[config.mk]
export PLATFORM = sky130hd
export DESIGN_NAME = mem_arbiter_flat
export DESIGN_NICKNAME = d
export VERILOG_FILES = /design/src/rtl/mem_arbiter_if.sv /design/src/rtl/mem_arbiter.sv /design/src/flat_wrapper.sv
export SDC_FILE = /design/constraint.sdc
export NUM_CORES = 1
export LEC_CHECK = 0
export ABC_CLOCK_PERIOD_IN_PS = 20900
export BUFFER_PORTS_ARGS = -buffer_cell sky130_fd_sc_hd__buf_2
export CAP_MARGIN = 15
export CORE_ASPECT_RATIO = 0.5
export CORE_MARGIN = 2
export CORE_UTILIZATION = 35
export DETAILED_ROUTE_END_ITERATION = 6
export GPL_ROUTABILITY_DRIVEN = 1
export PLACE_DENSITY = 0.54
export SLEW_MARGIN = 20
export SYNTH_ARGS = -nofsm -noshare
export SYNTH_HDL_FRONTEND = slang
export SYNTH_SLANG_ARGS = --single-unit
[constraint.sdc]
create_clock -name clk -period 20.9 [get_ports clk]
set_input_delay 2.09 -clock clk [delete_from_list [all_inputs] [get_ports clk]]
set_output_delay 2.09 -clock clk [all_outputs]
set_load 0.005 [all_outputs]
[src/rtl/mem_arbiter_if.sv]
// rtl/mem_arbiter_if.sv - request/wait_for_mem memory port bundle
//
// Purpose: one memory access port. The master side raises a one-cycle req
//   with addr/wdata/access_type/access_size; the slave side answers with
//   wait_for_mem (busy) and rdata.
// Ports (signals):
//   req          master->slave  one-cycle request pulse
//   addr         master->slave  access address
//   wdata        master->slave  write data
//   access_type  master->slave  0 = read, 1 = write
//   access_size  master->slave  0 = 32-bit, 1 = 16-bit, 2 = 8-bit
//   wait_for_mem slave->master  access pending or in flight
//   rdata        slave->master  read data
interface mem_arbiter_if #(
  parameter int ADDR_WIDTH = 32,
  parameter int DATA_WIDTH = 32
);
  logic                  req;
  logic [ADDR_WIDTH-1:0] addr;
  logic [DATA_WIDTH-1:0] wdata;
  logic                  access_type;
  logic [1:0]            access_size;
  logic                  wait_for_mem;
  logic [DATA_WIDTH-1:0] rdata;

  modport master (
    output req, addr, wdata, access_type, access_size,
    input  wait_for_mem, rdata
  );

  modport slave (
    input  req, addr, wdata, access_type, access_size,
    output wait_for_mem, rdata
  );
endinterface

[src/rtl/mem_arbiter.sv]
// rtl/mem_arbiter.sv - two-port round-robin/fixed-priority MainMem arbiter
//
// Purpose: shares one MainMem port between port 0 (CPU) and port 1
//   (DMA/debug loader). Requests are latched per port, arbitrated and
//   serialised onto the MainMem req/wait_for_mem handshake.
// Ports:
//   clk        in   system clock
//   rst        in   asynchronous active-high reset
//   p0         slave  port 0 requester interface
//   p1         slave  port 1 requester interface
//   mem        master MainMem interface
//   proto_err  out  sticky: a req arrived while that port was still busy
module mem_arbiter #(
  parameter int ADDR_WIDTH     = 32,
  parameter int DATA_WIDTH     = 32,
  parameter bit FIXED_PRIORITY = 1'b0
) (
  input  logic          clk,
  input  logic          rst,
  mem_arbiter_if.slave  p0,
  mem_arbiter_if.slave  p1,
  mem_arbiter_if.master mem,
  output logic          proto_err
);

  typedef enum logic [1:0] {
    ST_IDLE  = 2'd0,
    ST_ISSUE = 2'd1,
    ST_WAIT  = 2'd2
  } state_t;

  // Per-port views of the two requester interfaces so the accept logic
  // can be written once as a loop.
  logic [1:0]            req_in;
  logic [ADDR_WIDTH-1:0] addr_in  [2];
  logic [DATA_WIDTH-1:0] wdata_in [2];
  logic [1:0]            type_in;
  logic [1:0]            size_in  [2];

  assign req_in      = {p1.req, p0.req};
  assign addr_in[0]  = p0.addr;
  assign addr_in[1]  = p1.addr;
  assign wdata_in[0] = p0.wdata;
  assign wdata_in[1] = p1.wdata;
  assign type_in     = {p1.access_type, p0.access_type};
  assign size_in[0]  = p0.access_size;
  assign size_in[1]  = p1.access_size;

  // Latched request fields; pend_q doubles as the port's wait output.
  logic [1:0]            pend_q;
  logic [ADDR_WIDTH-1:0] addr_q  [2];
  logic [DATA_WIDTH-1:0] wdata_q [2];
  logic [1:0]            type_q;
  logic [1:0]            size_q  [2];
  logic [DATA_WIDTH-1:0] rdata_q [2];

  state_t                state_q;
  logic                  grant_q;
  logic                  last_grant_q;
  logic                  mem_req_q;
  logic [ADDR_WIDTH-1:0] mem_addr_q;
  logic [DATA_WIDTH-1:0] mem_wdata_q;
  logic                  mem_type_q;
  logic [1:0]            mem_size_q;
  logic                  pick;

  assign p0.wait_for_mem = pend_q[0];
  assign p1.wait_for_mem = pend_q[1];
  assign p0.rdata        = rdata_q[0];
  assign p1.rdata        = rdata_q[1];

  assign mem.req         = mem_req_q;
  assign mem.addr        = mem_addr_q;
  assign mem.wdata       = mem_wdata_q;
  assign mem.access_type = mem_type_q;
  assign mem.access_size = mem_size_q;

  // Winner among pending ports. On a tie, round-robin favours the port that
  // was not granted last; fixed priority always favours port 0.
  always_comb begin
    pick = 1'b0;
    if (pend_q[0] && pend_q[1]) begin
      pick = FIXED_PRIORITY ? 1'b0 : ~last_grant_q;
    end else if (pend_q[1]) begin
      pick = 1'b1;
    end
  end

  always_ff @(posedge clk or posedge rst) begin
    if (rst) begin
      pend_q       <= 2'b00;
      type_q       <= 2'b00;
      state_q      <= ST_IDLE;
      grant_q      <= 1'b0;
      last_grant_q <= 1'b1;
      mem_req_q    <= 1'b0;
      mem_addr_q   <= '0;
      mem_wdata_q  <= '0;
      mem_type_q   <= 1'b0;
      mem_size_q   <= 2'b00;
      proto_err    <= 1'b0;
      for (int i = 0; i < 2; i++) begin
        addr_q[i]  <= '0;
        wdata_q[i] <= '0;
        size_q[i]  <= 2'b00;
        rdata_q[i] <= '0;
      end
    end else begin
      // Accept: a port can only hold one access. A req while busy is a
      // requester protocol violation; its fields are discarded.
      for (int i = 0; i < 2; i++) begin
        if (req_in[i]) begin
          if (pend_q[i]) begin
            proto_err <= 1'b1;
          end else begin
            pend_q[i]  <= 1'b1;
            addr_q[i]  <= addr_in[i];
            wdata_q[i] <= wdata_in[i];
            type_q[i]  <= type_in[i];
            size_q[i]  <= size_in[i];
          end
        end
      end

      case (state_q)
        ST_IDLE: begin
          mem_req_q <= 1'b0;
          if (pend_q != 2'b00) begin
            grant_q      <= pick;
            last_grant_q <= pick;
            mem_addr_q   <= addr_q[pick];
            mem_wdata_q  <= wdata_q[pick];
            mem_type_q   <= type_q[pick];
            mem_size_q   <= size_q[pick];
            mem_req_q    <= 1'b1;
            state_q      <= ST_ISSUE;
          end
        end

        ST_ISSUE: begin
          mem_req_q <= 1'b0;
          state_q   <= ST_WAIT;
        end

        ST_WAIT: begin
          mem_req_q <= 1'b0;
          // The granted port is pending, so its accept branch above cannot
          // fire in the same cycle; clearing pend here never races it.
          if (!mem.wait_for_mem) begin
            if (!mem_type_q) begin
              rdata_q[grant_q] <= mem.rdata;
            end
            pend_q[grant_q] <= 1'b0;
            state_q         <= ST_IDLE;
          end
        end

        default: begin
          mem_req_q <= 1'b0;
          state_q   <= ST_IDLE;
        end
      endcase
    end
  end

endmodule

[src/flat_wrapper.sv]
// flat-port wrapper written by rule: the top's interface ports become plain ports
module mem_arbiter_flat 
#(
  parameter int ADDR_WIDTH     = 32,
  parameter int DATA_WIDTH     = 32,
  parameter bit FIXED_PRIORITY = 1'b0
)
  (clk, rst, proto_err, p0_req, p0_addr, p0_wdata, p0_access_type, p0_access_size, p0_wait_for_mem, p0_rdata, p1_req, p1_addr, p1_wdata, p1_access_type, p1_access_size, p1_wait_for_mem, p1_rdata, mem_req, mem_addr, mem_wdata, mem_access_type, mem_access_size, mem_wait_for_mem, mem_rdata);
  mem_arbiter_if #(.ADDR_WIDTH(ADDR_WIDTH), .DATA_WIDTH(DATA_WIDTH)) p0_i ();
  mem_arbiter_if #(.ADDR_WIDTH(ADDR_WIDTH), .DATA_WIDTH(DATA_WIDTH)) p1_i ();
  mem_arbiter_if #(.ADDR_WIDTH(ADDR_WIDTH), .DATA_WIDTH(DATA_WIDTH)) mem_i ();
  input  logic clk;
  input  logic rst;
  output logic proto_err;
  input wire logic [$bits(p0_i.req)-1:0] p0_req;
  input wire logic [$bits(p0_i.addr)-1:0] p0_addr;
  input wire logic [$bits(p0_i.wdata)-1:0] p0_wdata;
  input wire logic [$bits(p0_i.access_type)-1:0] p0_access_type;
  input wire logic [$bits(p0_i.access_size)-1:0] p0_access_size;
  output wire logic [$bits(p0_i.wait_for_mem)-1:0] p0_wait_for_mem;
  output wire logic [$bits(p0_i.rdata)-1:0] p0_rdata;
  input wire logic [$bits(p1_i.req)-1:0] p1_req;
  input wire logic [$bits(p1_i.addr)-1:0] p1_addr;
  input wire logic [$bits(p1_i.wdata)-1:0] p1_wdata;
  input wire logic [$bits(p1_i.access_type)-1:0] p1_access_type;
  input wire logic [$bits(p1_i.access_size)-1:0] p1_access_size;
  output wire logic [$bits(p1_i.wait_for_mem)-1:0] p1_wait_for_mem;
  output wire logic [$bits(p1_i.rdata)-1:0] p1_rdata;
  output wire logic [$bits(mem_i.req)-1:0] mem_req;
  output wire logic [$bits(mem_i.addr)-1:0] mem_addr;
  output wire logic [$bits(mem_i.wdata)-1:0] mem_wdata;
  output wire logic [$bits(mem_i.access_type)-1:0] mem_access_type;
  output wire logic [$bits(mem_i.access_size)-1:0] mem_access_size;
  input wire logic [$bits(mem_i.wait_for_mem)-1:0] mem_wait_for_mem;
  input wire logic [$bits(mem_i.rdata)-1:0] mem_rdata;
  assign p0_i.req = p0_req;
  assign p0_i.addr = p0_addr;
  assign p0_i.wdata = p0_wdata;
  assign p0_i.access_type = p0_access_type;
  assign p0_i.access_size = p0_access_size;
  assign p0_wait_for_mem = p0_i.wait_for_mem;
  assign p0_rdata = p0_i.rdata;
  assign p1_i.req = p1_req;
  assign p1_i.addr = p1_addr;
  assign p1_i.wdata = p1_wdata;
  assign p1_i.access_type = p1_access_type;
  assign p1_i.access_size = p1_access_size;
  assign p1_wait_for_mem = p1_i.wait_for_mem;
  assign p1_rdata = p1_i.rdata;
  assign mem_req = mem_i.req;
  assign mem_addr = mem_i.addr;
  assign mem_wdata = mem_i.wdata;
  assign mem_access_type = mem_i.access_type;
  assign mem_access_size = mem_i.access_size;
  assign mem_i.wait_for_mem = mem_wait_for_mem;
  assign mem_i.rdata = mem_rdata;
  mem_arbiter #(.ADDR_WIDTH(ADDR_WIDTH), .DATA_WIDTH(DATA_WIDTH), .FIXED_PRIORITY(FIXED_PRIORITY)) u_core (.clk(clk), .rst(rst), .p0(p0_i), .p1(p1_i), .mem(mem_i), .proto_err(proto_err));
endmodule
## Yosys cells after proc, flatten, opt, wreduce, memory -nomap -nowiden

Cells that the tools add are included.

| storage, ports and cells | value |
|---|---|
| register bits after elaboration | 273 |

| operators by class | value |
|---|---|
| muxes and demuxes | 31 |
| order comparisons | 6 |
| equal/unequal tests | 4 |
| reduce and logical (&&, ||, !) cells | 10 |
| bitwise gates (word level) | 9 |

Operator list:

| cell | number |
|---|---|
| 32-bit two-way mux | 7 |
| 64-bit bitwise mux | 1 |
| 32-bit demux with 1-bit select | 1 |
| 2-bit two-way mux | 7 |
| 1-bit two-way mux | 13 |
| 2-bit AND reduction | 4 |
| 2-bit case mux with 3 select lines | 1 |
| 1-bit inverter | 5 |
| 2-bit >= comparator, second input constant | 2 |
| 1-bit by 2-bit < comparator with 1-bit output, second input constant | 2 |
| 1-bit inverter with 2-bit output | 2 |
| 1-bit logical AND | 3 |
| 3-bit AND reduction | 1 |
| 2-bit AND | 1 |
| 2-bit by 1-bit == test with 1-bit output, second input constant | 1 |
| 2-bit == test, second input constant | 1 |
| 2-bit zero test | 1 |
| 2-bit by 1-bit < comparator with 1-bit output, second input constant | 1 |
| 2-bit by 1-bit != test with 1-bit output, second input constant | 1 |
| 2-bit != test, second input constant | 1 |
| 2-bit inverter | 1 |
| 2-bit nonzero test | 1 |
| 1-bit demux with 1-bit select | 1 |
| 1-bit >= comparator, second input constant | 1 |

## Logic depth before layout (Yosys ltp)

Gate-level depths: netlist of run 1.

| logic depth | value |
|---|---|
| depth after elaboration | 8 |
| gate-level depth with buffers | 8 |
| depth with buffers taken out | 3 |

## Worst setup path before layout of run 1

No wires, ideal clock.

| timing path | value |
|---|---|
| path type | input to register |
| start point | input mem_wait_for_mem |
| end point | register u_core.rdata_q, in the netlist u_core.p1.rdata[0] |
| slack | 17,634 ps |
| arrival | 3,141 ps |
| stages on the path | 4 |
| setup time | 125 ps |
| cells stage by stage | or4_1 > buf_2 > buf_6 > mux2_4 |

| between the ends | value |
|---|---|
| word-level cells in the longest chain between the ends | 2 |

Ends and longest elaborated chain:

| item | line | RTL |
|---|---|---|
| from (decl) | flat_wrapper.sv:34 | `input wire logic [$bits(mem_i.wait_for_mem)-1:0] mem_wait_for_mem;` |
| 1-bit inverter (no source line) | - |  |
| 3-bit AND reduction (no source line) | - |  |
| to (signal, indexed assignment) | mem_arbiter.sv:151 | `rdata_q[grant_q] <= mem.rdata;` |
| to (decl) | mem_arbiter.sv:55 | `logic [DATA_WIDTH-1:0] rdata_q [2];` |

Every way passes these cells.
A chain may end at the register's enable or synchronous reset.

## Worst setup path after layout of run 1

| timing path | value |
|---|---|
| start point | input p1_req |
| end point | register u_core.wdata_q[16] (netlist name) |

| between the ends | value |
|---|---|
| word-level cells in the longest chain between the ends | 1 |

Ends and longest elaborated chain:

| item | line | RTL |
|---|---|---|
| from (decl) | flat_wrapper.sv:22 | `input wire logic [$bits(p1_i.req)-1:0] p1_req;` |
| 2-bit AND reduction (no source line) | - |  |
| to (signal, indexed assignment) | mem_arbiter.sv:118 | `wdata_q[i] <= wdata_in[i];` |
| to (decl) | mem_arbiter.sv:52 | `logic [DATA_WIDTH-1:0] wdata_q [2];` |

Every way passes these cells.

==> results of run 1 <==
registers in the layout, indices dropped and copies added (netlist names):
signal	flops
u_core.p1.rdata	32
u_core.mem.access_type	1
u_core.mem.addr	32
u_core.proto_err	1
u_core.state_q	2
u_core.p0.rdata	32
u_core.last_grant_q	1
u_core.mem.req	1
u_core.grant_q	1
u_core.wdata_q	64
u_core.mem.wdata	32
u_core.mem.access_size	2
u_core.addr_q	64
u_core.type_q	2
u_core.pend_q	2
u_core.size_q	4
worst min-delay path by stage:
stage                                       start                             to  slack, ns  cells past startpoint
global route           u_core.proto_err$_DFF_PP0_     u_core.proto_err$_DFF_PP0_       0.50                      1
floorplan           u_core.state_q[0]$_DFFE_PP0P_  u_core.state_q[1]$_DFFE_PP0P_       0.47                      2
detailed placement     u_core.proto_err$_DFF_PP0_     u_core.proto_err$_DFF_PP0_       0.47                      1
global placement       u_core.proto_err$_DFF_PP0_     u_core.proto_err$_DFF_PP0_       0.46                      1
CTS                    u_core.proto_err$_DFF_PP0_     u_core.proto_err$_DFF_PP0_       0.49                      1
finish                 u_core.proto_err$_DFF_PP0_     u_core.proto_err$_DFF_PP0_       0.49                      1
area by class of cell:
class / count / area share
inverter: 3 / 0.001379
sequential: 273 / 0.5020
tap: 399 / 0.03668
clock inverter: 5 / 0.002022
clock buffer: 40 / 0.05837
multi-input combinational: 486 / 0.2781
timing repair buffer: 317 / 0.1205
antenna: 5 / 0.0009193
cell usage in the layout (no fill, tap or decap), types with 2 or more instances in the layout:
cell type / count
buf_2: 305
dfrtp_1: 272
mux2_2: 166
nand2_1: 135
a21oi_1: 68
a31oi_1: 68
mux2_4: 30
clkbuf_16: 27
buf_4: 10
clkbuf_8: 7
clkbuf_1: 6
diode_2: 5
clkinv_2: 4
nor2b_4: 2
nand2b_1: 2
mux2_1: 2
o32a_1: 2
o21ai_0: 2
report_power, final:
part | internal (mW) | switching [mW] | total, mW | leakage, nW
Sequential | 0.802 | 0.145 | 0.947 | 3.22
Clock | 0.260 | 0.197 | 0.457 | 0.406
Combinational | 0.387 | 0.397 | 0.784 | 2.73
critical path, delay by kind of cell:
family | cells | cell delay [ns]
simple gates | 1 | 0.76
buf+inv | 2 | 0.77
mux | 1 | 0.41
kinds of logic (layout without fill, tap and decap cells):
group,count (synthesis),in the layout
DFF,273,273
muxes,198,198
and+or+nand+nor,145,145
AOI/OAI and AO/OA,143,143
buffers and inverters,62,365
other,0,5
through the flow:
stage / setup WS (ns) / cell area, µm²
after global routing: 17.14 / 13610
after global placement: 16.74 / 12740
after detailed placement: 16.67 / 12740
final: 17.23 / 13610
after CTS: 17.24 / 13570
after floorplan: 11.29 / 10850
per-layer routing:
layer	wire length (µm)	share of wire	vias to the layer above	global-route usage
li1	-	-	3470	-
met3	1170	0.039	41	0.03095
met5	12	0.00040	-	0
met1	12740	0.43	3919	0.2328
met4	648	0.022	2	0.04490
met2	15110	0.51	159	0.3213
==> results.md, run 1 <==
- Result of the run: finished, final reports clean
- Max Clk Rate: 272.2 MHz
- CTS HTree Levels: 1
- Power density over the cells: 160.7 nW/µm²
- Number of hold violations in the final report: 0
- Flops & latches, synth: 273
- Core area: 30,400 µm²
- Storage cell area: 6833 µm²
- Setup crit start kind: primary input
- Post-CTS clock slew at the launch and capture registers of the worst setup and hold paths: 0.06 ns
- Average wire per standard cell: 19.43 µm
- Max Cap Violations: 0
- Ys Warns: 0
- Hold/Removal Path Class: flop to flop
- Max-slew violations: 0
- Layout overhead on the synthesized area: 25.44%
- Nets in the synthesized netlist: 992
- Share of the synthesized area in the top cell type: 0.6273
- Wire length after detailed routing: 29.69 mm
- Routability Congestion: 0.7600
- Pin count of the biggest net entering global routing: 119
- Number of buffers inserted to repair setup after CTS: 0
- Cell type with the highest aggregate area in the netlist: dfrtp_1
- Reg2Reg Launch Point: u_core.pend_q[1]$_DFF_PP0_
- Remaining Overflow, GRT: 0
- Share of synthesized area spent on multiplexers: 0.2159
- Share of flip-flops with an asynchronous set or reset after synthesis: 1.000
- Share of post-route cells with drive strength above 1: 0.5018
- Starting DRT DRC Count: 467
- Site row count: 45
- Min cycle time layout: 3.674 ns
- Period utilisation layout: 0.1758
- Worst endpoint required time: 21.31 ns
- Sequential share of the synthesized area: 0.6297
- Clk sink count: 273
- Slowest cell on the critical path: nor2b_4
- Critical Path, Cell by Cell: buf_2 -> nor2b_4 -> buf_4 -> mux2_2
- Netlist area before placement: 10,850 µm²
- Antenna-violating nets left: 0
- Slew at the pin with the worst max-slew slack: 0.9682 ns
- Dominant combinational cell family by area after synthesis: multiplexers
- Area share of xor/xnor cells in the synthesized design: 0
- Floorplan die area: 32,510 µm²
- LEAKAGE: 6.363 nW
- Critical path class: primary input to flop
- Cells taking the most area after synthesis: dfrtp_1, mux2_2, nand2_1
- CTS tree: yes
- Capture point of the worst reg-to-reg path: u_core.wdata_q[16]$_DFFE_PP0P_
- PnR Total Power: 2.188 mW
- Vias in the first global route: 7,843
- Pre-antenna DRT Iters: 4
- Total Negative Setup Slacks: 0 ns
- Synth cell types: 25
- Simple-Gate Fraction of Synth Area: 0.05293
- Total of fill cells in the finished design: 2,852
- Depth of the worst register-to-register path: 3
- Number of antenna violations at the first check in global routing: 7
- Setup clock skew after layout: 0.007553 ns
- DP Cell Count: 1,477
- Vertical extent of the die: 128.5 µm
- Total I/O pin count: 306
- Max-Slew Margin vs Limit: 0.3546
- Most frequent cells after synthesis: dfrtp_1, mux2_2, nand2_1
- Most frequent cell after synthesis: dfrtp_1
- Buffer cell driving the clock tree root: clkbuf_16
- Share of the core filled with cells: 0.4477
- Vias per std cell: 4.968
- Area of combinational cells with multiple inputs: 3785 µm²
- Buffers on Ports: 305
- Final setup violation count: 0
- Arithmetic-cell share of the synthesized area counting full adders, half adders and majority gates: 0
- Register-to-register setup slack: 18.39 ns
- Setup repair after global routing missed its margin: no
- Number of clock buffers inserted by TritonCTS: 26
- Worst setup endpoint: u_core.wdata_q[16]$_DFFE_PP0P_
- HPWL after DPL: 18.78 mm
- Number of hold buffers added after cts: 0
- Number of synthesized flops with an enable pin: 0
- Highest cell delay on the worst timing path: 0.76 ns
- First-pass GRT wire length: 45.66 mm
- Synthesized instance count: 821
- Dominant register cell in the synthesized netlist: dfrtp_1
- Gr usage total: 0.1812
- Number of gates resized after cts: 0
- Mean post-synth cell area: 13.22 µm²
- Post-route non-filler standard cell count: 1,528
- VDD IR-drop max: 65.18 µV
- Worst endpoint data arrival time: 4.08 ns
- Top fanout value on the critical path: 42
- Die width: 253 µm
- Starting Density: 0.3569
- Smallest hold slack: 0.4881 ns
- Share of the synthesized area in compound gates (AO/OA/AOI/OAI): 0.07588
- Drt drc: 0
- Critical Path End Type: flop
- Worst setup path start: p1_req
- Vias post-DR: 7,591
- Nets: 1,278
- Buffers from clock root to sink, at most: 3
- Worst skew pair latency: 0.53 ns
Note: power is estimated with default switching activity, not from simulation.
==> run 2: changes to the inputs <==
--- a/config.mk
+++ b/config.mk
@@ -5,7 +5,7 @@
 export SDC_FILE = /design/constraint.sdc
 export NUM_CORES = 1
 export LEC_CHECK = 0
-export ABC_CLOCK_PERIOD_IN_PS = 20900
+export ABC_CLOCK_PERIOD_IN_PS = 3300
 export BUFFER_PORTS_ARGS = -buffer_cell sky130_fd_sc_hd__buf_2
 export CAP_MARGIN = 15
 export CORE_ASPECT_RATIO = 0.5
@@ -13,7 +13,7 @@
 export CORE_UTILIZATION = 35
 export DETAILED_ROUTE_END_ITERATION = 6
 export GPL_ROUTABILITY_DRIVEN = 1
-export PLACE_DENSITY = 0.54
+export PLACE_DENSITY = 0.57
 export SLEW_MARGIN = 20
 export SYNTH_ARGS = -nofsm -noshare
 export SYNTH_HDL_FRONTEND = slang
==> constraint.sdc (replaced) <==
create_clock -name clk -period 3.3 [get_ports clk]
set_input_delay 0.33 -clock clk [delete_from_list [all_inputs] [get_ports clk]]
set_output_delay 0.33 -clock clk [all_outputs]
set_load 0.005 [all_outputs]
==> run 2 against run 1 <==
Net effect: setup slack worse by 16 ns; global-route usage decreased by 0.095 points; clock skew increased by 0.0027 ns; via count is 1.6% higher; critical path type is now flop to flop; die area unchanged; sequential share of layout area down 0.89 points; count of clock-buffer cells in the layout shrank 1; sequential power rose to 6.3 times the previous value; sequential cell count is the same; wire length is essentially flat; non-clock buffer count increased by 17; total power rose to 6.4 times the previous value.
==> results.md, run 2 (synthesis gave the netlist of run 1 again) <==
- Max-Slew Margin vs Limit: 0.3478 (-0.006713)
- Result of the run: finished, final reports clean
- Worst endpoint data arrival time: 2.52 ns (-1.56 ns)
- Vias per std cell: 4.981 (+0.26%)
- Share of post-route cells with drive strength above 1: 0.5022 (about the same)
- Slowest cell on the critical path: or4_2
- Critical Path End Type: flop
- Worst skew pair latency: 0.53 ns (about the same)
- Layout overhead on the synthesized area: 27.70%
- Net switching power of the design: 4.732 mW (+540%)
- Top fanout value on the critical path: 32 (-24%)
- Clk sink count: 273 (unchanged)
- Site row count: 45 (unchanged)
- Setup repair after global routing missed its margin: no
- Most frequent cells in the layout: buf_2, dfrtp_1, mux2_2
- Number of hold violations in the final report: 0 (unchanged)
- Power density over the cells: 1011 nW/µm² (+530%)
- Total of fill cells in the finished design: 2,828 (-0.84%)
- Drt drc: 0 (unchanged)
- Fraction of power spent switching nets: 0.3377 (about the same)
- Vias post-DR: 7,710 (+1.6%)
- DP Worst Slack: 1.195 ns (-15.48 ns)
- Core area: 30,400 µm² (unchanged)
- Max Clk Rate: 474.8 MHz
- Final Instance Area: 13,860 µm² (+1.8%)
- Total I/O pin count: 306 (unchanged)
- Buffer cell driving the clock tree root: clkbuf_16
- Registers with the highest flip-flop counts: u_core.addr_q x64, u_core.wdata_q x64
- Pre-antenna DRT Iters: 5 (+1)
- Max Cap Violations: 0 (unchanged)
- Smallest hold slack: 0.02493 ns (-0.4631 ns)
- Vias in the first global route: 8,027 (+2.3%)
- Commonest non-fill, non-tap cell in the layout: buf_2
- Pin count of the biggest net entering global routing: 72 (-39%)
- Buffers from clock root to sink, at most: 3 (unchanged)
- Number of buffer and inverter instances along the worst setup path: 1 (-1)
- Setup clock skew after layout: 0.01021 ns (+0.002654 ns)
- Critical path class: flop to flop
- Number of antenna violations at the first check in global routing: 7 (unchanged)
- HPWL after DPL: 19.52 mm (+3.9%)
- Wire length after detailed routing: 29.71 mm (about the same)
- First-pass GRT wire length: 45.54 mm (-0.26%)
- Setup slack of the critical path after layout: 1.194 ns (-16.03 ns)
- Nets: 1,296 (+1.4%)
- CTS HTree Levels: 1 (unchanged)
- Pint: 9.280 mW (+540%)
- Worst endpoint required time: 3.71 ns (-17.60 ns)
- Top Family by Delay on Critical Path: simple AND/OR/NAND/NOR gates
- Die width: 253 µm (unchanged)
- Critical Path, Cell by Cell: nand2b_1 -> or4_2 -> buf_4 -> mux2_4
- Highest cell delay on the worst timing path: 0.59 ns (-0.17 ns)
- Clock group share of total power: 0.214 (+0.005)
- Slew at the pin with the worst max-slew slack: 0.9782 ns (+0.01007 ns)
- Number of clock buffers inserted by TritonCTS: 27 (+3.8%)
- Floorplan die area: 32,510 µm² (unchanged)
- Hold/Removal Path Class: primary input to flop
- Setup crit start kind: flop
- Starting DRT DRC Count: 519 (+11%)
- Routability Congestion: 0.7712 (+1.5%)
- Max-slew violations: 0 (unchanged)
- Part of the power in registers: 0.428 (-0.005)
- Antenna-violating nets left: 0 (unchanged)
- Buffers on Ports: 305 (unchanged)
- PnR Total Power: 14.01 mW (+540%)
- Number of buffers inserted to repair setup after CTS: 0 (unchanged)
- Number of hold buffers added after cts: 2 (+2)
- Number of gates resized after cts: 0 (unchanged)
- Remaining Overflow, GRT: 0 (unchanged)
- Period utilisation layout: 0.6383
- Starting Density: 0.3569 (unchanged)
- Post-CTS clock slew at the launch and capture registers of the worst setup and hold paths: 0.06 ns (about the same)
- Dpl cell area: 12,900 µm² (+1.2%)
- Gr usage total: 0.1803 (-0.0009469)
- CTS tree: yes
- Min cycle time layout: 2.106 ns
- Vertical extent of the die: 128.5 µm (unchanged)
- Average wire per standard cell: 19.19 µm (-1.2%)
- Portion of total power attributed to combinational logic: 0.358 (about the same)
- VDD IR-drop max: 614.0 µV (+840%)
- LEAKAGE: 6.466 nW (+1.6%)
- Final setup violation count: 0 (unchanged)
-- run 2: power by group through the flow --
stage | registers [mW] | logic [mW] | clock network, mW
detailed placement | 6.03 | 5.12 | 0
finish | 5.99 | 5.02 | 3.00
CTS | 6.00 | 5.11 | 3.08
global placement | 5.97 | 4.98 | 0
global route | 6.20 | 5.55 | 3.24
floorplan | 5.93 | 3.13 | 0
-- run 2: through the flow --
step / instances / util / TNS [ns]
after global routing: 1548 / 0.4557 / 0
final: 1548 / 0.4557 / 0
after detailed placement: 1486 / 0.4242 / 0
after CTS: 1535 / 0.4526 / 0
after floorplan: 821 / - / -173.70
after global placement: 1486 / 0.4242 / 0
-- run 2: cell type report --
type / count / area, µm² / area share
Timing Repair Buffer: 334 / 1864 / 0.1345
Antenna cell: 6 / 15.01 / 0.001084
Clock inverter: 8 / 73.82 / 0.005328
Sequential cell: 273 / 6833 / 0.4931
Inverter: 3 / 15.01 / 0.001084
Clock buffer: 39 / 770.7 / 0.05563
Multi-Input combinational cell: 486 / 3785 / 0.2732
Tap cell: 399 / 499.2 / 0.03603
-- run 2: final timing paths --
kind,start,to,slack (ns),depth (start not counted)
worst max-delay path,u_core.state_q[0]$_DFFE_PP0P_,u_core.p1.rdata[28]$_DFFE_PP0P_,1.19,4
worst min-delay path,p1_wdata[24],u_core.wdata_q[24]$_DFFE_PP0P_,0.02,2
worst max register to register,u_core.state_q[0]$_DFFE_PP0P_,u_core.p1.rdata[28]$_DFFE_PP0P_,1.19,4
worst min register to register,u_core.p0.rdata[25]$_DFFE_PP0P_,u_core.p0.rdata[25]$_DFFE_PP0P_,0.49,1
max in group asynchronous,rst,u_core.last_grant_q$_DFFE_PP1P_,2.13,5
min in group asynchronous,rst,u_core.addr_q[13]$_DFFE_PP0P_,0.37,3
-- run 2: per-layer routing --
layer / part of all wire / vias to the layer above / wire length [µm] / global-route usage
li1: - / 3503 / - / -
met1: 0.40 / 3982 / 12010 / 0.2202
met2: 0.53 / 177 / 15820 / 0.3256
met3: 0.041 / 46 / 1204 / 0.03217
met4: 0.022 / 2 / 663 / 0.05952
met5: 0.00044 / - / 13 / 0
==> run 3: changes to the inputs <==
--- a/config.mk
+++ b/config.mk
@@ -5,7 +5,7 @@
 export SDC_FILE = /design/constraint.sdc
 export NUM_CORES = 1
 export LEC_CHECK = 0
-export ABC_CLOCK_PERIOD_IN_PS = 3300
+export ABC_CLOCK_PERIOD_IN_PS = 2100
 export BUFFER_PORTS_ARGS = -buffer_cell sky130_fd_sc_hd__buf_2
 export CAP_MARGIN = 15
 export CORE_ASPECT_RATIO = 0.5
@@ -13,7 +13,7 @@
 export CORE_UTILIZATION = 35
 export DETAILED_ROUTE_END_ITERATION = 6
 export GPL_ROUTABILITY_DRIVEN = 1
-export PLACE_DENSITY = 0.57
+export PLACE_DENSITY = 0.54
 export SLEW_MARGIN = 20
 export SYNTH_ARGS = -nofsm -noshare
 export SYNTH_HDL_FRONTEND = slang
==> constraint.sdc (replaced) <==
create_clock -name clk -period 2.1 [get_ports clk]
set_input_delay 0.21 -clock clk [delete_from_list [all_inputs] [get_ports clk]]
set_output_delay 0.21 -clock clk [all_outputs]
set_load 0.005 [all_outputs]
==> run 3 against run 2 <==
Net effect: cell area is 13% higher; combinational power rose by 66%; wire length increased by 4.1%; first-iteration DRC count is 15% lower; cell count increased by 10%; fmax increased by 11%; die area stayed put; clock skew grew 0.0012 ns; non-clock buffer count is 161 higher; worst hold slack better by 0.35 ns; sequential power rose by 57%; critical path type unchanged; largest cell class unchanged.
==> results.md, run 3 (synthesis gave the netlist of run 1 again) <==
- Vias post-DR: 8,260 (+7.1%)
- Drt drc: 0 (unchanged)
- Die width: 253 µm (unchanged)
- Sum of met2 wire segment lengths after detailed routing: 16.15 mm (+2.0%)
- Setup slack of the critical path after layout: 0.1939 ns (-0.9998 ns)
- Nets: 1,457 (+12%)
- Registers with the highest flip-flop counts: u_core.addr_q x64, u_core.wdata_q x64
- Smallest hold slack: 0.3796 ns (+0.3546 ns)
- Vias in the first global route: 8,922 (+11%)
- PnR Total Power: 22.89 mW (+63%)
- Share of post-route cells with drive strength above 1: 0.4433 (-0.05885)
- Post-CTS clock slew at the launch and capture registers of the worst setup and hold paths: 0.07 ns (about the same)
- Most frequent cells in the layout: buf_2, dfrtp_1, dlygate4sd3_1
- Reg2Reg Launch Point: u_core.grant_q$_DFFE_PP0P_
- Routability Congestion: 0.7802 (+1.2%)
- Final setup violation count: 0 (unchanged)
- Max-Slew Margin vs Limit: 0.6439 (+0.2960)
- Starting DRT DRC Count: 440 (-15%)
- Number of buffers inserted to repair setup after CTS: 0 (unchanged)
- Buffers on Ports: 305 (unchanged)
- Setup repair after global routing missed its margin: no
- Max Clk Rate: 524.6 MHz (+11%)
- DP Worst Slack: 0.2137 ns (-0.9812 ns)
- Commonest non-fill, non-tap cell in the layout: buf_2
- Worst endpoint data arrival time: 2.32 ns (-0.20 ns)
- Number of antenna violations at the first check in global routing: 0 (-7)
- Setup crit start kind: flop
- Dpl cell area: 12,960 µm² (+0.49%)
- Final Instance Area: 15,600 µm² (+13%)
- Max Cap Violations: 0 (unchanged)
- Total I/O pin count: 306 (unchanged)
- Clk sink count: 273 (unchanged)
- First-pass GRT wire length: 48.70 mm (+6.9%)
- Pre-antenna DRT Iters: 4 (-1)
- Number of clock buffers inserted by TritonCTS: 27 (unchanged)
- Number of hold violations in the final report: 0 (unchanged)
- Slew at the pin with the worst max-slew slack: 0.5342 ns (-0.4441 ns)
- Core area: 30,400 µm² (unchanged)
- Critical path class: flop to flop
- Result of the run: finished, final reports clean
- Pin count of the biggest net entering global routing: 94 (+31%)
- HPWL after DPL: 19.27 mm (-1.2%)
- Worst endpoint required time: 2.52 ns (-1.19 ns)
- Gr usage total: 0.1901 (+0.009870)
- Share of the core filled with cells: 0.5131 (+0.05737)
- LEAKAGE: 7.199 nW (+11%)
- Vertical extent of the die: 128.5 µm (unchanged)
- Amount of wire on met3 after detailed routing: 1.118 mm (-7.1%)
- CTS HTree Levels: 1 (unchanged)
- Layout overhead on the synthesized area: 43.77%
- VDD IR-drop max: 673.0 µV (+9.6%)
- Remaining Overflow, GRT: 0 (unchanged)
- Total of fill cells in the finished design: 2,668 (-5.7%)
- Number of gates resized after cts: 0 (unchanged)
- Average wire per standard cell: 18.14 µm (-5.5%)
- Min cycle time layout: 1.906 ns (-0.2002 ns)
- Vias per std cell: 4.845 (-2.7%)
- Worst skew pair latency: 0.54 ns (about the same)
- Max layer used: met4
- Hold/Removal Path Class: primary input to async pin
- Worst setup path start: u_core.grant_q$_DFFE_PP0P_
- Buffer cell driving the clock tree root: clkbuf_16
- Max-slew violations: 0 (unchanged)
- Antenna-violating nets left: 0 (unchanged)
- Buffers from clock root to sink, at most: 3 (unchanged)
- WL met1: 12.82 mm (+6.8%)
- Floorplan die area: 32,510 µm² (unchanged)
- Setup clock skew after layout: 0.01142 ns (+0.001208 ns)
- Power density over the cells: 1467 nW/µm² (+45%)
- Top fanout value on the critical path: 32 (unchanged)
- Site row count: 45 (unchanged)
- CTS tree: yes
- Number of antenna diodes: 0 (-6)
- Number of hold buffers added after cts: 170 (+168)
- Wire length after detailed routing: 30.94 mm (+4.1%)
- Area of combinational cells with multiple inputs: 3785 µm² (unchanged)
- Critical Path End Type: flop
- Storage cell area: 6833 µm² (unchanged)
- Period utilisation layout: 0.9077 (+0.2694)
- Starting Density: 0.3569 (unchanged)
==> run 3: worst paths after layout <==
| path | endpoint | slack, ns | cells past startpoint |
|---|---|---|---|
| max | u_core.p1.rdata[25]$_DFFE_PP0P_ | 0.19 | 4 |
| min | u_core.addr_q[50]$_DFFE_PP0P_ | 0.38 | 4 |
| max reg2reg | u_core.p1.rdata[25]$_DFFE_PP0P_ | 0.19 | 4 |
| min reg2reg | u_core.proto_err$_DFF_PP0_ | 0.48 | 1 |
| max in group asynchronous | u_core.wdata_q[51]$_DFFE_PP0P_ | 1.19 | 4 |
| min in group clk | u_core.addr_q[53]$_DFFE_PP0P_ | 0.44 | 3 |
==> run 3: per-stage QoR <==
step | cells | TNS, ns
after floorplan | 821 | -468.22
after global placement | 1486 | 0
after detailed placement | 1486 | 0
after CTS | 1705 | 0
after global routing | 1705 | 0
final | 1705 | 0
==> run 3: per-layer routing <==
| layer | global-route usage | up-vias |
|---|---|---|
| li1 | - | 3823 |
| met1 | 0.2345 | 4200 |
| met2 | 0.3441 | 177 |
| met3 | 0.03277 | 60 |
| met4 | 0.05743 | 0 |
| met5 | 0 | - |
==> run 3: area by class of cell <==
| cell class | instances | share of cell area |
|---|---|---|
| Clock inverter | 17 | 0.01444 |
| Sequential cell | 273 | 0.4380 |
| Multi-Input combinational cell | 486 | 0.2426 |
| Timing Repair Buffer | 495 | 0.2262 |
| Inverter | 3 | 0.0009625 |
| Tap cell | 399 | 0.03200 |
| Clock buffer | 32 | 0.04580 |
==> run 3: worst max-delay path: stages, from the launching register on <==
cell and delay (ns):
dfrtp_1 0.42, inv_2 0.06, or4_2 0.71, buf_12 0.22
mux2_4 0.33
==> run 3: report_power, final <==
part	internal [mW]	switching (mW)	total (mW)
sequential	7.98	1.44	9.42
combinational	4.26	4.07	8.33
clock	3.05	2.09	5.14
total	15.3	7.59	22.9
